`src/rtl/muldiv_pkg.sv`:
```
// Shared definitions for the RV32M multiply/divide sequencer.
package muldiv_pkg;

  localparam int unsigned XLEN_DEFAULT = 32;

  // FUNCT3 encodings of the M-extension ops
  localparam logic [2:0] F3_MUL    = 3'b000;
  localparam logic [2:0] F3_MULH   = 3'b001;
  localparam logic [2:0] F3_MULHSU = 3'b010;
  localparam logic [2:0] F3_MULHU  = 3'b011;
  localparam logic [2:0] F3_DIV    = 3'b100;
  localparam logic [2:0] F3_DIVU   = 3'b101;
  localparam logic [2:0] F3_REM    = 3'b110;
  localparam logic [2:0] F3_REMU   = 3'b111;

  // Divide-by-zero quotient and most negative signed value
  localparam logic [XLEN_DEFAULT-1:0] DIV0_QUOT = 32'hFFFF_FFFF;
  localparam logic [XLEN_DEFAULT-1:0] INT_MIN   = 32'h8000_0000;

  typedef enum logic [1:0] {
    S_IDLE  = 2'd0,
    S_CALC  = 2'd1,
    S_FIXUP = 2'd2,
    S_DONE  = 2'd3
  } state_e;

endpackage

```
`src/rtl/muldiv_step.sv`:
```
// One radix-2 iteration: shift-add multiply or restoring divide.
// Multiply: acc = {product_hi, product_lo}, bit_i is the current multiplier bit.
// Divide:   acc = {remainder, quotient},   bit_i is the next dividend bit (MSB first).
module muldiv_step #(
  parameter int unsigned XLEN = 32
) (
  input  logic [2*XLEN-1:0] acc_i,
  input  logic [XLEN-1:0]   operand_i,
  input  logic              bit_i,
  input  logic              is_div_i,
  output logic [2*XLEN-1:0] acc_o
);

  logic [XLEN:0] sum;
  logic [XLEN:0] trial;

  // Next accumulator for a single iteration
  always_comb begin
    acc_o = acc_i;
    sum   = '0;
    trial = '0;
    if (!is_div_i) begin
      sum   = {1'b0, acc_i[2*XLEN-1:XLEN]} + (bit_i ? {1'b0, operand_i} : '0);
      acc_o = {sum, acc_i[XLEN-1:1]};
    end else begin
      // Remainder is always below the divisor, so the shifted value fits in XLEN+1 bits
      trial = {acc_i[2*XLEN-1:XLEN], bit_i} - {1'b0, operand_i};
      if (!trial[XLEN]) begin
        acc_o = {trial[XLEN-1:0], acc_i[XLEN-2:0], 1'b1};
      end else begin
        acc_o = {acc_i[2*XLEN-2:XLEN], bit_i, acc_i[XLEN-2:0], 1'b0};
      end
    end
  end

endmodule

```
`src/rtl/muldiv_sequencer.sv`:
```
// Multi-cycle RV32M execute unit: iterates on operand magnitudes, applies
// sign fixup, and holds the pipeline via STALL until the result is ready.
module muldiv_sequencer
  import muldiv_pkg::*;
#(
  parameter int unsigned XLEN  = XLEN_DEFAULT,
  parameter int unsigned CNT_W = 5
) (
  input  logic            CLK,
  input  logic            RESET_N,
  input  logic            START,
  input  logic            FLUSH,
  input  logic [2:0]      FUNCT3,
  input  logic [XLEN-1:0] DATA1,
  input  logic [XLEN-1:0] DATA2,
  output logic [XLEN-1:0] RESULT,
  output logic            DONE,
  output logic            STALL,
  output logic            BUSY
);

  state_e              state_q;
  logic [2:0]          f3_q;
  logic                s1_q, s2_q;
  logic [XLEN-1:0]     a_q, b_q;
  logic [2*XLEN-1:0]   acc_q, acc_d;
  logic [CNT_W-1:0]    cnt_q;
  logic [XLEN-1:0]     result_q;

  logic                is_div, sgn1, sgn2, neg1, neg2;
  logic [XLEN-1:0]     mag1, mag2;
  logic                fast_div0, fast_ovf;
  logic [XLEN-1:0]     fast_res;
  logic [CNT_W-1:0]    rev_idx;
  logic                step_bit;
  logic [2*XLEN-1:0]   prod_fix;
  logic [XLEN-1:0]     quot_fix, rem_fix, fix_res;

  // Operand decode, magnitudes and fast-path detection at op acceptance
  always_comb begin
    is_div    = FUNCT3[2];
    sgn1      = (FUNCT3 == F3_MULH) || (FUNCT3 == F3_MULHSU) ||
                (FUNCT3 == F3_DIV)  || (FUNCT3 == F3_REM);
    sgn2      = (FUNCT3 == F3_MULH) || (FUNCT3 == F3_DIV) || (FUNCT3 == F3_REM);
    neg1      = sgn1 & DATA1[XLEN-1];
    neg2      = sgn2 & DATA2[XLEN-1];
    mag1      = neg1 ? -DATA1 : DATA1;
    mag2      = neg2 ? -DATA2 : DATA2;
    fast_div0 = is_div && (DATA2 == '0);
    fast_ovf  = ((FUNCT3 == F3_DIV) || (FUNCT3 == F3_REM)) &&
                (DATA1 == INT_MIN) && (DATA2 == '1);
    fast_res  = '0;
    if (fast_div0) begin
      fast_res = FUNCT3[1] ? DATA1 : DIV0_QUOT;
    end else if (fast_ovf) begin
      fast_res = FUNCT3[1] ? '0 : INT_MIN;
    end
  end

  // Multiply consumes multiplier bits LSB first, divide consumes dividend bits MSB first
  always_comb begin
    rev_idx  = CNT_W'(XLEN - 1) - cnt_q;
    step_bit = f3_q[2] ? a_q[rev_idx] : a_q[cnt_q];
  end

  muldiv_step #(.XLEN(XLEN)) u_step (
    .acc_i     (acc_q),
    .operand_i (b_q),
    .bit_i     (step_bit),
    .is_div_i  (f3_q[2]),
    .acc_o     (acc_d)
  );

  // Sign fixup and result word selection
  always_comb begin
    prod_fix = (s1_q ^ s2_q) ? -acc_q : acc_q;
    quot_fix = (s1_q ^ s2_q) ? -acc_q[XLEN-1:0] : acc_q[XLEN-1:0];
    rem_fix  = s1_q ? -acc_q[2*XLEN-1:XLEN] : acc_q[2*XLEN-1:XLEN];
    case (f3_q)
      F3_MUL:                       fix_res = prod_fix[XLEN-1:0];
      F3_MULH, F3_MULHSU, F3_MULHU: fix_res = prod_fix[2*XLEN-1:XLEN];
      F3_DIV, F3_DIVU:              fix_res = quot_fix;
      default:                      fix_res = rem_fix;
    endcase
  end

  // Sequencer FSM with operand, accumulator, counter and result registers
  always_ff @(posedge CLK or negedge RESET_N) begin
    if (!RESET_N) begin
      state_q  <= S_IDLE;
      f3_q     <= '0;
      s1_q     <= 1'b0;
      s2_q     <= 1'b0;
      a_q      <= '0;
      b_q      <= '0;
      acc_q    <= '0;
      cnt_q    <= '0;
      result_q <= '0;
    end else begin
      case (state_q)
        S_IDLE: begin
          if (START && !FLUSH) begin
            f3_q  <= FUNCT3;
            s1_q  <= neg1;
            s2_q  <= neg2;
            a_q   <= mag1;
            b_q   <= mag2;
            acc_q <= '0;
            cnt_q <= '0;
            if (fast_div0 || fast_ovf) begin
              result_q <= fast_res;
              state_q  <= S_DONE;
            end else begin
              state_q  <= S_CALC;
            end
          end
        end
        S_CALC: begin
          if (FLUSH) begin
            state_q <= S_IDLE;
          end else begin
            acc_q <= acc_d;
            cnt_q <= cnt_q + CNT_W'(1);
            if (cnt_q == CNT_W'(XLEN - 1)) begin
              state_q <= S_FIXUP;
            end
          end
        end
        S_FIXUP: begin
          if (FLUSH) begin
            state_q <= S_IDLE;
          end else begin
            result_q <= fix_res;
            state_q  <= S_DONE;
          end
        end
        default: begin
          state_q <= S_IDLE;
        end
      endcase
    end
  end

  assign RESULT = result_q;
  assign DONE   = (state_q == S_DONE);
  assign BUSY   = (state_q != S_IDLE);
  assign STALL  = ((state_q == S_IDLE) && START && !FLUSH) ||
                  (state_q == S_CALC) || (state_q == S_FIXUP);

endmodule

```
`config.mk`:
```
export PLATFORM = sky130hd
export DESIGN_NAME = muldiv_sequencer
export DESIGN_NICKNAME = d
export VERILOG_FILES = /design/src/rtl/muldiv_pkg.sv /design/src/rtl/muldiv_step.sv /design/src/rtl/muldiv_sequencer.sv
export SDC_FILE = /design/constraint.sdc
export NUM_CORES = 1
export LEC_CHECK = 0
export ABC_CLOCK_PERIOD_IN_PS = 5780
export CAP_MARGIN = 40
export CORE_ASPECT_RATIO = 0.5
export CORE_UTILIZATION = 30
export DETAILED_ROUTE_END_ITERATION = 6
export PLACE_DENSITY = 0.49
export SYNTH_ARGS = -nofsm -noshare
export SYNTH_HDL_FRONTEND = slang
export SYNTH_SLANG_ARGS = --single-unit
```
`constraint.sdc`:
```
create_clock -name CLK -period 5.78 [get_ports CLK]
set_input_delay 0.578 -clock CLK [delete_from_list [all_inputs] [get_ports CLK]]
set_output_delay 0.578 -clock CLK [all_outputs]
set_load 0.02 [all_outputs]
```
==> impl_results.md, run 1 <==
- Status: finished, final reports clean
- Initial antenna violation count: 1
- Gr ovfl total: 0
- CTS sink count: 172
- PD cells: 409 nW/um^2
- Final setup TNS: 0 ns
- Total CTS buffers: 17
- Hold Crit Class: in -> async
- Synthesized area: 15700 sq um
- Setup bufs post-CTS: 0
- Initial Util: 30.8%
- Slew Limit Fails: 0
- Ratio of cells with drive above 1 in the final layout: 6.23%
- Die H: 164 um
- TritonCTS clock tree: built
- Post-CTS Hold Fix Bufs: 0
- Synth Flop Type: dfrtp_1
- LEAKAGE: 0.00741 uW
- Reg clk slew, reported paths: 0.09 ns
- Root Driver: clkbuf_16
- Ys async rst share: 100%
- Final ANT Viol Nets: 0
- Area Overhead vs Synth: 14.9%
- Max_cap viols: 0
- Cells after Synth: 2016
- Vias in the first global route: 14.3k
- Detail Placement HPWL: 45600 um
- WP data required: 6.14 ns
- Yosys cell types: 78
- Number of fill cells in the layout: 5427
- Ys Warns: 0
- Rows: 58
- Worst slew pin tran: 0.900 ns
- Syn nets: 2161
- Deepest clock path buffer count: 2
- Final setup fails: 0
- Largest fanout on the critical path: 20
- Drt drc: 0
- Startpoint types: register
- Router iterations before antenna repair: 5
- Final Skew: 0.0167 ns
- IO buf count: 105
- Wire per inst: 21.9 um
- Min Hold Slack: 0.0657 ns
- GPL Wtd Cong: 0.967
- DR vias: 15.5k
- Vias per cell: 5.66
- Final Hold Fails: 0
- CP arrival: 5.70 ns
- Setup CP Type: reg -> reg
- CTS H-tree depth: 4
- Crit. End Element: register
- First-pass GRT wire length: 90900 um
- Number of gates resized after CTS: 0
- Seq/Total Area, Yosys: 27.4%
- DRT iter0 DRCs: 1591
- Crit. Startpoint: cnt_q[0]
- Final WL: 60200 um
- EDFF count, synth: 0
- Nets@finish: 2185
- Synth Area per Inst: 7.79 sq um
- Largest area contributor in the netlist: dfrtp_1
- Final cycle utilization of the critical path: 92.3%
- I/O pins: 106
- Max rail drop VDD: 0.000186 V
- Worst rel slew slack: 39.8%
- Synth Register Bits: 172
- Leading cell type in the layout, fill and taps excluded: o21ai_0
- Largest net degree at the start of global routing: 71
- Synth top area cells: dfrtp_1 (27%), o21ai_0 (8.0%), ha_1 (5.7%), nand2_1 (5.7%), xnor2_1 (5.1%)
- Global Route Usage Sum: 22.3%
- Most frequent cells in the layout: o21ai_0 (250), nand2_1 (237), dfrtp_1 (171)
- Fin crit period: 5.34 ns
- Fmax: 0.187 GHz
- RSZ-0062 raised after global routing: no
- Die width: 326 um
- Yosys top cell area share: 27.4%
- Clock Latency Late Sink: 0.47 ns
- Die area: 53300 sq um
- Worst R2R Start: cnt_q[0]
- Core area: 50900 sq um
cell usage after synthesis (19+ instances only):
cell type and count:
dfrtp_1 172, inv_1 67, xor2_1 89, o21ai_0 250, mux4_2 21, nor3_1 56, nand4_1 27, xnor2_1 91
nand2b_1 19, a21oi_1 155, a21o_1 40, nand2_1 238, nand3_1 26, ha_1 72, a31oi_1 22, clkbuf_1 120
mux2i_1 47, o31ai_1 27, nor4_1 24, or3_1 20, nor2_1 160
final timing paths:
kind | cells past startpoint | slack, ns | endpoint
setup / recovery | 18 | 0.44 | acc_q[60]
hold / removal | 1 | 0.07 | acc_q[41]
setup reg to reg | 18 | 0.44 | acc_q[60]
hold reg to reg | 2 | 0.48 | RESULT[6]
max in group asynchronous | 2 | 4.47 | RESULT[24]
min in group CLK | 2 | 0.48 | RESULT[6]
per-stage QoR:
step | instance area [sq um] | std cells | util, % | setup slack [ns] | power, uW
2_1_floorplan | 15700 | 2016 | - | 0.136 | 4730
3_3_place_gp | 17400 | 2707 | 34.1 | 0.297 | 6080
3_5_place_dp | 17400 | 2711 | 34.2 | 0.253 | 6070
4_1_cts | 18000 | 2743 | 35.4 | 0.196 | 7310
5_1_grt | 18100 | 2743 | 35.4 | 0.0243 | 7860
6_report | 18100 | 2744 | 35.4 | 0.443 | 7390
registers in the layout (all words and copies together) (netlist names):
register and cells:
a_q 32, b_q 32, s2_q 1, RESULT 32
cnt_q 5, acc_q 64, state_q 2, f3_q 3
s1_q 1
area by class of cell:
class,instances,area (sq um),share of cell area [%]
Multi-Input combinational cell,1635,10700,59.0
Sequential cell,172,4310,23.8
Timing Repair Buffer,146,1380,7.64
Tap cell,690,863,4.78
Clock buffer,17,425,2.36
Inverter,68,255,1.41
Clock inverter,15,175,0.970
Antenna cell,1,2.50,0.0139
logic make-up after synthesis:
kind of cell,share of synthesized area (%)
compound gates,25.8
simple gates,19.6
buf+inv,5.13
xor+xnor,10.0
flops,27.4
fa+ha+maj,5.99
mux,6.08
power breakdown:
part | internal, uW | leakage [uW] | switching, uW
combinational | 1660 | 0.00485 | 2630
clock | 585 | 0.000290 | 629
sequential | 1380 | 0.00227 | 505
total | 3630 | 0.00741 | 3760
per-layer routing:
layer	global-route usage [%]	up-vias	part of all wire, %
met4	7.28	0	2.8
met1	32.5	7528	48
met3	3.56	82	6.6
li1	-	7370	-
met2	33.3	559	43
met5	0	-	0
critical path, stage by stage (launching register included):
cell and delay (ns):
dfrtp_1 0.34, buf_6 0.24, mux4_2 0.53, mux4_2 0.50, mux4_2 0.62, inv_1 0.15, ha_1 0.18, inv_1 0.05
fa_1 0.43, a211oi_2 0.27, o211ai_1 0.20, nand4bb_1 0.16, a21boi_0 0.18, o21ai_0 0.33, a21oi_2 0.19, nor2_1 0.13
buf_4 0.31, mux2i_1 0.12, a221oi_1 0.30
(Power assumes the default switching activity.)
==> run 2: changes to the inputs <==
--- a/config.mk
+++ b/config.mk
@@ -8,6 +8,7 @@
 export ABC_CLOCK_PERIOD_IN_PS = 5780
 export CAP_MARGIN = 40
 export CORE_ASPECT_RATIO = 0.5
+export CORE_MARGIN = 5
 export CORE_UTILIZATION = 30
 export DETAILED_ROUTE_END_ITERATION = 6
 export PLACE_DENSITY = 0.49
==> run 2 against run 1 <==
  * Sequential cell count stayed put
  * Utilization shrank 0.63 points
  * Clock power about the same
  * Register-to-register slack worse by 0.15 ns
  * Non-clock buffer count up 3
  * Combinational power about the same
  * Total power decreased by 0.38%
  * First-iteration DRC count increased by 9.1%
  * Worst hold slack improved by 0.073 ns
  * Critical endpoint is now acc_q[62]
==> impl_results.md, run 2 (synthesized netlist as in run 1, its figures left out) <==
- Hold Crit Class: in -> async
- RSZ-0062 raised after global routing: no
- IO buf count: 105 (unchanged)
- Core area: 51900 sq um (+1.9%)
- Die width: 334 um (+2.5%)
- Final Skew: 0.0139 ns (-0.00285 ns)
- Vias in the first global route: 14.5k (+1.9%)
- Wire per inst: 22.1 um (+0.64%)
- Leading cell type in the layout, fill and taps excluded: o21ai_0
- LEAKAGE: 0.00742 uW (about the same)
- Cell count along the critical path: 17 (-1)
- Reg clk slew, reported paths: 0.08 ns (about the same)
- Fin crit period: 5.49 ns (+0.154 ns)
- DR vias: 15.6k (+0.53%)
- Area Overhead vs Synth: 15.0% (about the same)
- Total CTS buffers: 17 (unchanged)
- CP bufs+invs: 3 (-1)
- Gr ovfl total: 0 (unchanged)
- Final Hold Fails: 0 (unchanged)
- Final instance area: 18100 sq um (about the same)
- Crit. End Element: register
- Most frequent cell on the critical path: mux4_2
- CP arrival: 5.84 ns (+0.14 ns)
- Largest delay share family, worst path: compound AO/OA/AOI/OAI gates
- Detail Placement HPWL: 46200 um (+1.3%)
- Max_cap viols: 0 (unchanged)
- Final setup TNS: 0 ns (unchanged)
- Router iterations before antenna repair: 6 (+1)
- GPL Wtd Cong: 0.973 (+0.61%)
- Final cycle utilization of the critical path: 95.0% (+2.7 points)
- First-pass GRT wire length: 92400 um (+1.7%)
- I/O pins: 106 (unchanged)
- Largest fanout on the critical path: 20 (unchanged)
- Slowest cell on the critical path: mux4_2
- WP data required: 6.13 ns (about the same)
- Setup bufs post-CTS: 0 (unchanged)
- Root Driver: clkbuf_16
- Non-filler cells, final: 2758 (+0.51%)
- TritonCTS clock tree: built
- Largest net degree at the start of global routing: 71 (unchanged)
- Most frequent cells in the layout: o21ai_0 (250), nand2_1 (237), dfrtp_1 (171)
- CP max stage delay: 0.62 ns (about the same)
- Vias per cell: 5.66 (about the same)
- Startpoint types: register
- Cell Chain, Critical Path: buf_6 -> mux4_2 -> mux4_2 -> mux4_2 -> inv_1 -> ha_1 -> inv_1 -> fa_1 -> a211oi_1 -> o211ai_1 -> nand4bb_1 -> a21boi_0 -> o21ai_0 -> a21oi_1 -> nor3_1 -> o2111ai_1 -> a32o_1
- Deepest clock path buffer count: 2 (unchanged)
- Largest register FFs: 64 (unchanged)
- CTS H-tree depth: 4 (unchanged)
- PD cells: 407 nW/um^2 (-0.45%)
- DRT iter0 DRCs: 1736 (+9.1%)
- Nets@finish: 2188 (+0.14%)
- Post-Place Cells: 2725 (+0.52%)
- Ratio of cells with drive above 1 in the final layout: 6.23% (-0.0091 points)
- Max rail drop VDD: 0.000170 V (-8.5%)
- Status: finished, final reports clean
- CTS sink count: 172 (unchanged)
- Placed Area: 17500 sq um (+0.28%)
- Worst r2r path cells: 17 (-1)
- Final WL: 60900 um (+1.2%)
- Largest Register: acc_q
- Die H: 172 um (+4.9%)
- Rows: 59 (+1.7%)
- Final setup fails: 0 (unchanged)
- Die area: 57300 sq um (+7.5%)
- Number of gates resized after CTS: 0 (unchanged)
- Worst slew pin tran: 0.820 ns (-0.0804 ns)
- Post-CTS Hold Fix Bufs: 0 (unchanged)
- Global Route Usage Sum: 20.8% (-1.5 points)
- Worst rel slew slack: 45.2% (+5.4 points)
- Fmax: 0.182 GHz (-2.8%)
- Setup CP Type: reg -> reg
- Slew Limit Fails: 0 (unchanged)
- Initial antenna violation count: 1 (unchanged)
- Clock Latency Late Sink: 0.47 ns (about the same)
- Drt drc: 0 (unchanged)
- Initial Util: 30.3% (-0.57 points)
- Final ANT Viol Nets: 0 (unchanged)
## run 2: worst register-to-register path: stages, from the launching register on
cell and delay (ns):
dfrtp_1 0.34, buf_6 0.24, mux4_2 0.54, mux4_2 0.51, mux4_2 0.63, inv_1 0.16
ha_1 0.18, inv_1 0.06, fa_1 0.42, a211oi_1 0.36, o211ai_1 0.24, nand4bb_1 0.17
a21boi_0 0.19, o21ai_0 0.25, a21oi_1 0.21, nor3_1 0.44, o2111ai_1 0.18, a32o_1 0.25
## run 2: worst paths after layout
| kind | slack [ns] | startpoint | end |
|---|---|---|---|
| setup / recovery | 0.29 | cnt_q[0] | acc_q[62] |
| hold / removal | 0.14 | RESET_N | acc_q[44] |
| setup reg to reg | 0.29 | cnt_q[0] | acc_q[62] |
| hold reg to reg | 0.48 | RESULT[12] | RESULT[12] |
| max in group asynchronous | 4.41 | RESET_N | RESULT[6] |
| min in group CLK | 0.48 | RESULT[12] | RESULT[12] |
## run 2: area by class of cell
type	instances	area [sq um]
well taps	701	877
clock buffers	17	425
multi-input cells	1635	10600
inverters	68	255
fillers	5485	33800
flip-flops and latches	172	4310
clock inverters	15	148
repair buffers	149	1420
diodes	1	2.50
## run 2: where the power goes
part           switching, uW  internal (uW)
Sequential               497           1380
Combinational           2610           1680
Clock                    618            578
Total                   3730           3630
## run 2: stage by stage
step	setup WS [ns]	hold WS (ns)	total power, uW	util, %
after CTS	0.161	0.147	7290	34.8
after detailed placement	0.228	0.471	6070	33.7
after global routing	0.00328	0.171	7850	34.8
after floorplan	0.136	0.282	4730	-
after global placement	0.269	0.462	6090	33.6
final	0.288	0.139	7360	34.8
## run 2: routing by layer
metal  part of all wire (%)  wire length, um  track usage [%]
met1                     48            29000             29.8
met2                     43            26300             31.7
met4                    3.1             1870             6.72
met3                    5.9             3620             3.61
met5                  0.074               45            0.982
==> run 3: changes to the inputs <==
--- a/config.mk
+++ b/config.mk
@@ -5,13 +5,14 @@
 export SDC_FILE = /design/constraint.sdc
 export NUM_CORES = 1
 export LEC_CHECK = 0
-export ABC_CLOCK_PERIOD_IN_PS = 5780
+export ABC_CLOCK_PERIOD_IN_PS = 6900
 export CAP_MARGIN = 40
 export CORE_ASPECT_RATIO = 0.5
 export CORE_MARGIN = 5
 export CORE_UTILIZATION = 30
 export DETAILED_ROUTE_END_ITERATION = 6
-export PLACE_DENSITY = 0.49
+export PLACE_DENSITY = 0.47
+export RECOVER_POWER = 100
 export SYNTH_ARGS = -nofsm -noshare
 export SYNTH_HDL_FRONTEND = slang
 export SYNTH_SLANG_ARGS = --single-unit
==> constraint.sdc (replaced) <==
create_clock -name CLK -period 6.9 [get_ports CLK]
set_input_delay 0.69 -clock CLK [delete_from_list [all_inputs] [get_ports CLK]]
set_output_delay 0.69 -clock CLK [all_outputs]
set_load 0.02 [all_outputs]
==> run 3 against run 2 <==
  * The run now ends with capacitance limit, slew limit left
  * Sequential share of layout area up 0.20 points
  * Setup slack gained 0.19 ns
  * Maximum frequency down 15%
  * Wire length grew 0.70%
  * Worst hold slack improved by 0.33 ns
  * Global-route usage about the same
  * Combinational power decreased by 17%
  * Design area down 0.84%
  * Final cell count is 0.54% lower
  * Critical path depth increased by 2
  * Critical path type unchanged
  * Largest power group unchanged
  * Highest routed layer is now met4
==> impl_results.md, run 3 (synthesized netlist as in run 1, its figures left out) <==
- Status: complete, but fails checks
- Failing checks: capacitance limit, slew limit
- Die H: 172 um (unchanged)
- Crit. End Element: register
- Final setup fails: 0 (unchanged)
- Placed Area: 17400 sq um (-0.57%)
- Cell Chain, Critical Path: buf_4 -> mux4_2 -> mux4_2 -> mux4_2 -> inv_1 -> ha_1 -> inv_1 -> fa_1 -> a211oi_1 -> o211ai_1 -> nand4bb_1 -> a21boi_0 -> o21ai_0 -> a21oi_1 -> clkbuf_2 -> nor2_1 -> clkbuf_1 -> mux2i_1 -> o21ai_0
- Most frequent cells in the layout: o21ai_0 (251), nand2_1 (238), dfrtp_1 (171)
- Final Hold Fails: 0 (unchanged)
- GPL Wtd Cong: 0.951 (-2.3%)
- Largest net degree at the start of global routing: 137 (+93%)
- Max_cap viols: 6 (+6)
- Final worst slack: 0.475 ns (+0.187 ns)
- DR vias: 15.4k (-1.6%)
- Rows: 59 (unchanged)
- Deepest clock path buffer count: 2 (unchanged)
- Gr ovfl total: 0 (unchanged)
- Non-filler cells, final: 2743 (-0.54%)
- I/O pins: 106 (unchanged)
- CP arrival: 6.74 ns (+0.90 ns)
- Global Route Usage Sum: 20.8% (+0.044 points)
- Number of fill cells in the layout: 5470 (-0.27%)
- Router iterations before antenna repair: 5 (-1)
- CP bufs+invs: 5 (+2)
- Final cycle utilization of the critical path: 93.1% (-1.9 points)
- Worst r2r path cells: 19 (+2)
- Initial Util: 30.3% (unchanged)
- Ratio of cells with drive above 1 in the final layout: 5.00% (-1.2 points)
- CTS sink count: 172 (unchanged)
- CTS H-tree depth: 4 (unchanged)
- Hold path depth: 2
- Crit. Startpoint: cnt_q[0]
- LEAKAGE: 0.00746 uW (+0.51%)
- Flop2flop setup slack: 0.48 ns (+0.19 ns)
- Terminus of the critical flop-to-flop path: acc_q[46]
- Worst R2R Start: cnt_q[0]
- Fin crit period: 6.42 ns (+0.933 ns)
- Root Driver: clkbuf_16
- IO buf count: 105 (unchanged)
- Die width: 334 um (unchanged)
- Footprint of the multi-input gates: 10600 sq um (-0.21%)
- Setup bufs post-CTS: 0 (unchanged)
- DRT iter0 DRCs: 1431 (-18%)
- Most frequent cell on the critical path: mux4_2
- Largest Register: acc_q
- Hold Crit Class: reg -> reg
- Critical Path Sink: acc_q[46]
- Final Skew: 0.0145 ns (+0.000594 ns)
- WP data required: 7.22 ns (+1.09 ns)
- Die area: 57300 sq um (unchanged)
- Setup CP Type: reg -> reg
- Reg clk slew, reported paths: 0.08 ns (about the same)
- First-pass GRT wire length: 91800 um (-0.74%)
- Cell count along the critical path: 19 (+2)
- Fmax: 0.156 GHz (-15%)
- TritonCTS clock tree: built
- Post-CTS Hold Fix Bufs: 0 (unchanged)
- Largest delay share family, worst path: multiplexers
- Area Overhead vs Synth: 14.1%
- Total CTS buffers: 17 (unchanged)
- Number of gates resized after CTS: 0 (unchanged)
- Vias in the first global route: 14.3k (-1.7%)
- CP max stage delay: 0.64 ns (+0.02 ns)
- Final setup TNS: 0 ns (unchanged)
- Leading cell type in the layout, fill and taps excluded: o21ai_0
- Core area: 51900 sq um (unchanged)
- Detail Placement HPWL: 46200 um (+0.10%)
- PD cells: 345 nW/um^2 (-15%)
- Largest fanout on the critical path: 12 (-40%)
- Final WL: 61300 um (+0.70%)
- Pre-CTS WS: 0.782 ns (+0.554 ns)
- Final instance area: 17900 sq um (-0.84%)
- Worst rel slew slack: -86.7% (-130 points)
- Worst slew pin tran: 2.80 ns (+1.98 ns)
- Clock Latency Late Sink: 0.47 ns (about the same)
- Wire per inst: 22.3 um (+1.3%)
- Slowest cell on the critical path: dfrtp_1
- Register area: 4310 sq um (unchanged)
- Slew Limit Fails: 306 (+306)
- Drt drc: 0 (unchanged)
- RSZ-0062 raised after global routing: no
- Vias per cell: 5.60 (-1.0%)
- Startpoint types: register
- Initial antenna violation count: 0 (-1)
- Post-Place Cells: 2711 (-0.51%)
- Largest register FFs: 64 (unchanged)
- Max rail drop VDD: 0.000186 V (+9.1%)
- Nets@finish: 2174 (-0.64%)
- Final ANT Viol Nets: 0 (unchanged)
[run 3: stage by stage]
| stage | power (uW) | util [%] | hold WS (ns) |
|---|---|---|---|
| finish | 6170 | 34.5 | 0.473 |
| global route | 6560 | 34.5 | 0.500 |
| CTS | 6150 | 34.6 | 0.118 |
| detailed placement | 5100 | 33.5 | 0.471 |
| global placement | 5110 | 33.4 | 0.464 |
| floorplan | 3960 | - | 0.394 |
[run 3: layout make-up]
class	instances	share of cell area, %
timing repair buffer	135	7.14
multi-input combinational	1635	59.2
sequential	172	24.0
clock buffer	17	2.37
tap	701	4.90
clock inverter	14	0.873
antenna	1	0.0140
inverter	68	1.42
[run 3: worst register-to-register path: cells and delay by family (launching register included)]
kind                       cells  cell delay, ns
muxes                          4            1.86
AOI/OAI and AO/OA              6            1.57
buffers and inverters          5            1.25
DFF                            1            0.64
adders and majority gates      2            0.60
and+or+nand+nor                2            0.37
[run 3: how the worst min path moves through the flow]
stage                          from         to  slack [ns]
after floorplan             RESET_N  RESULT[0]        0.39
after global placement      b_q[21]    b_q[21]        0.46
after detailed placement    b_q[18]    b_q[18]        0.47
after CTS                   RESET_N    b_q[10]        0.12
after global routing      RESULT[9]  RESULT[9]        0.50
final                     RESULT[0]  RESULT[0]        0.47
[run 3: routing by layer]
layer | global-route usage, % | wire, um
met1 | 30.3 | 29700
met2 | 32.2 | 26800
met3 | 3.33 | 3540
met4 | 5.49 | 1190
met5 | 0 | 0
[run 3: power by group]
group	total (uW)	switching (uW)	internal, uW	leakage, uW
combinational	3570	2200	1370	0.00490
clock	1030	485	540	0.000286
sequential	1580	420	1160	0.00227
total	6170	3110	3070	0.00746
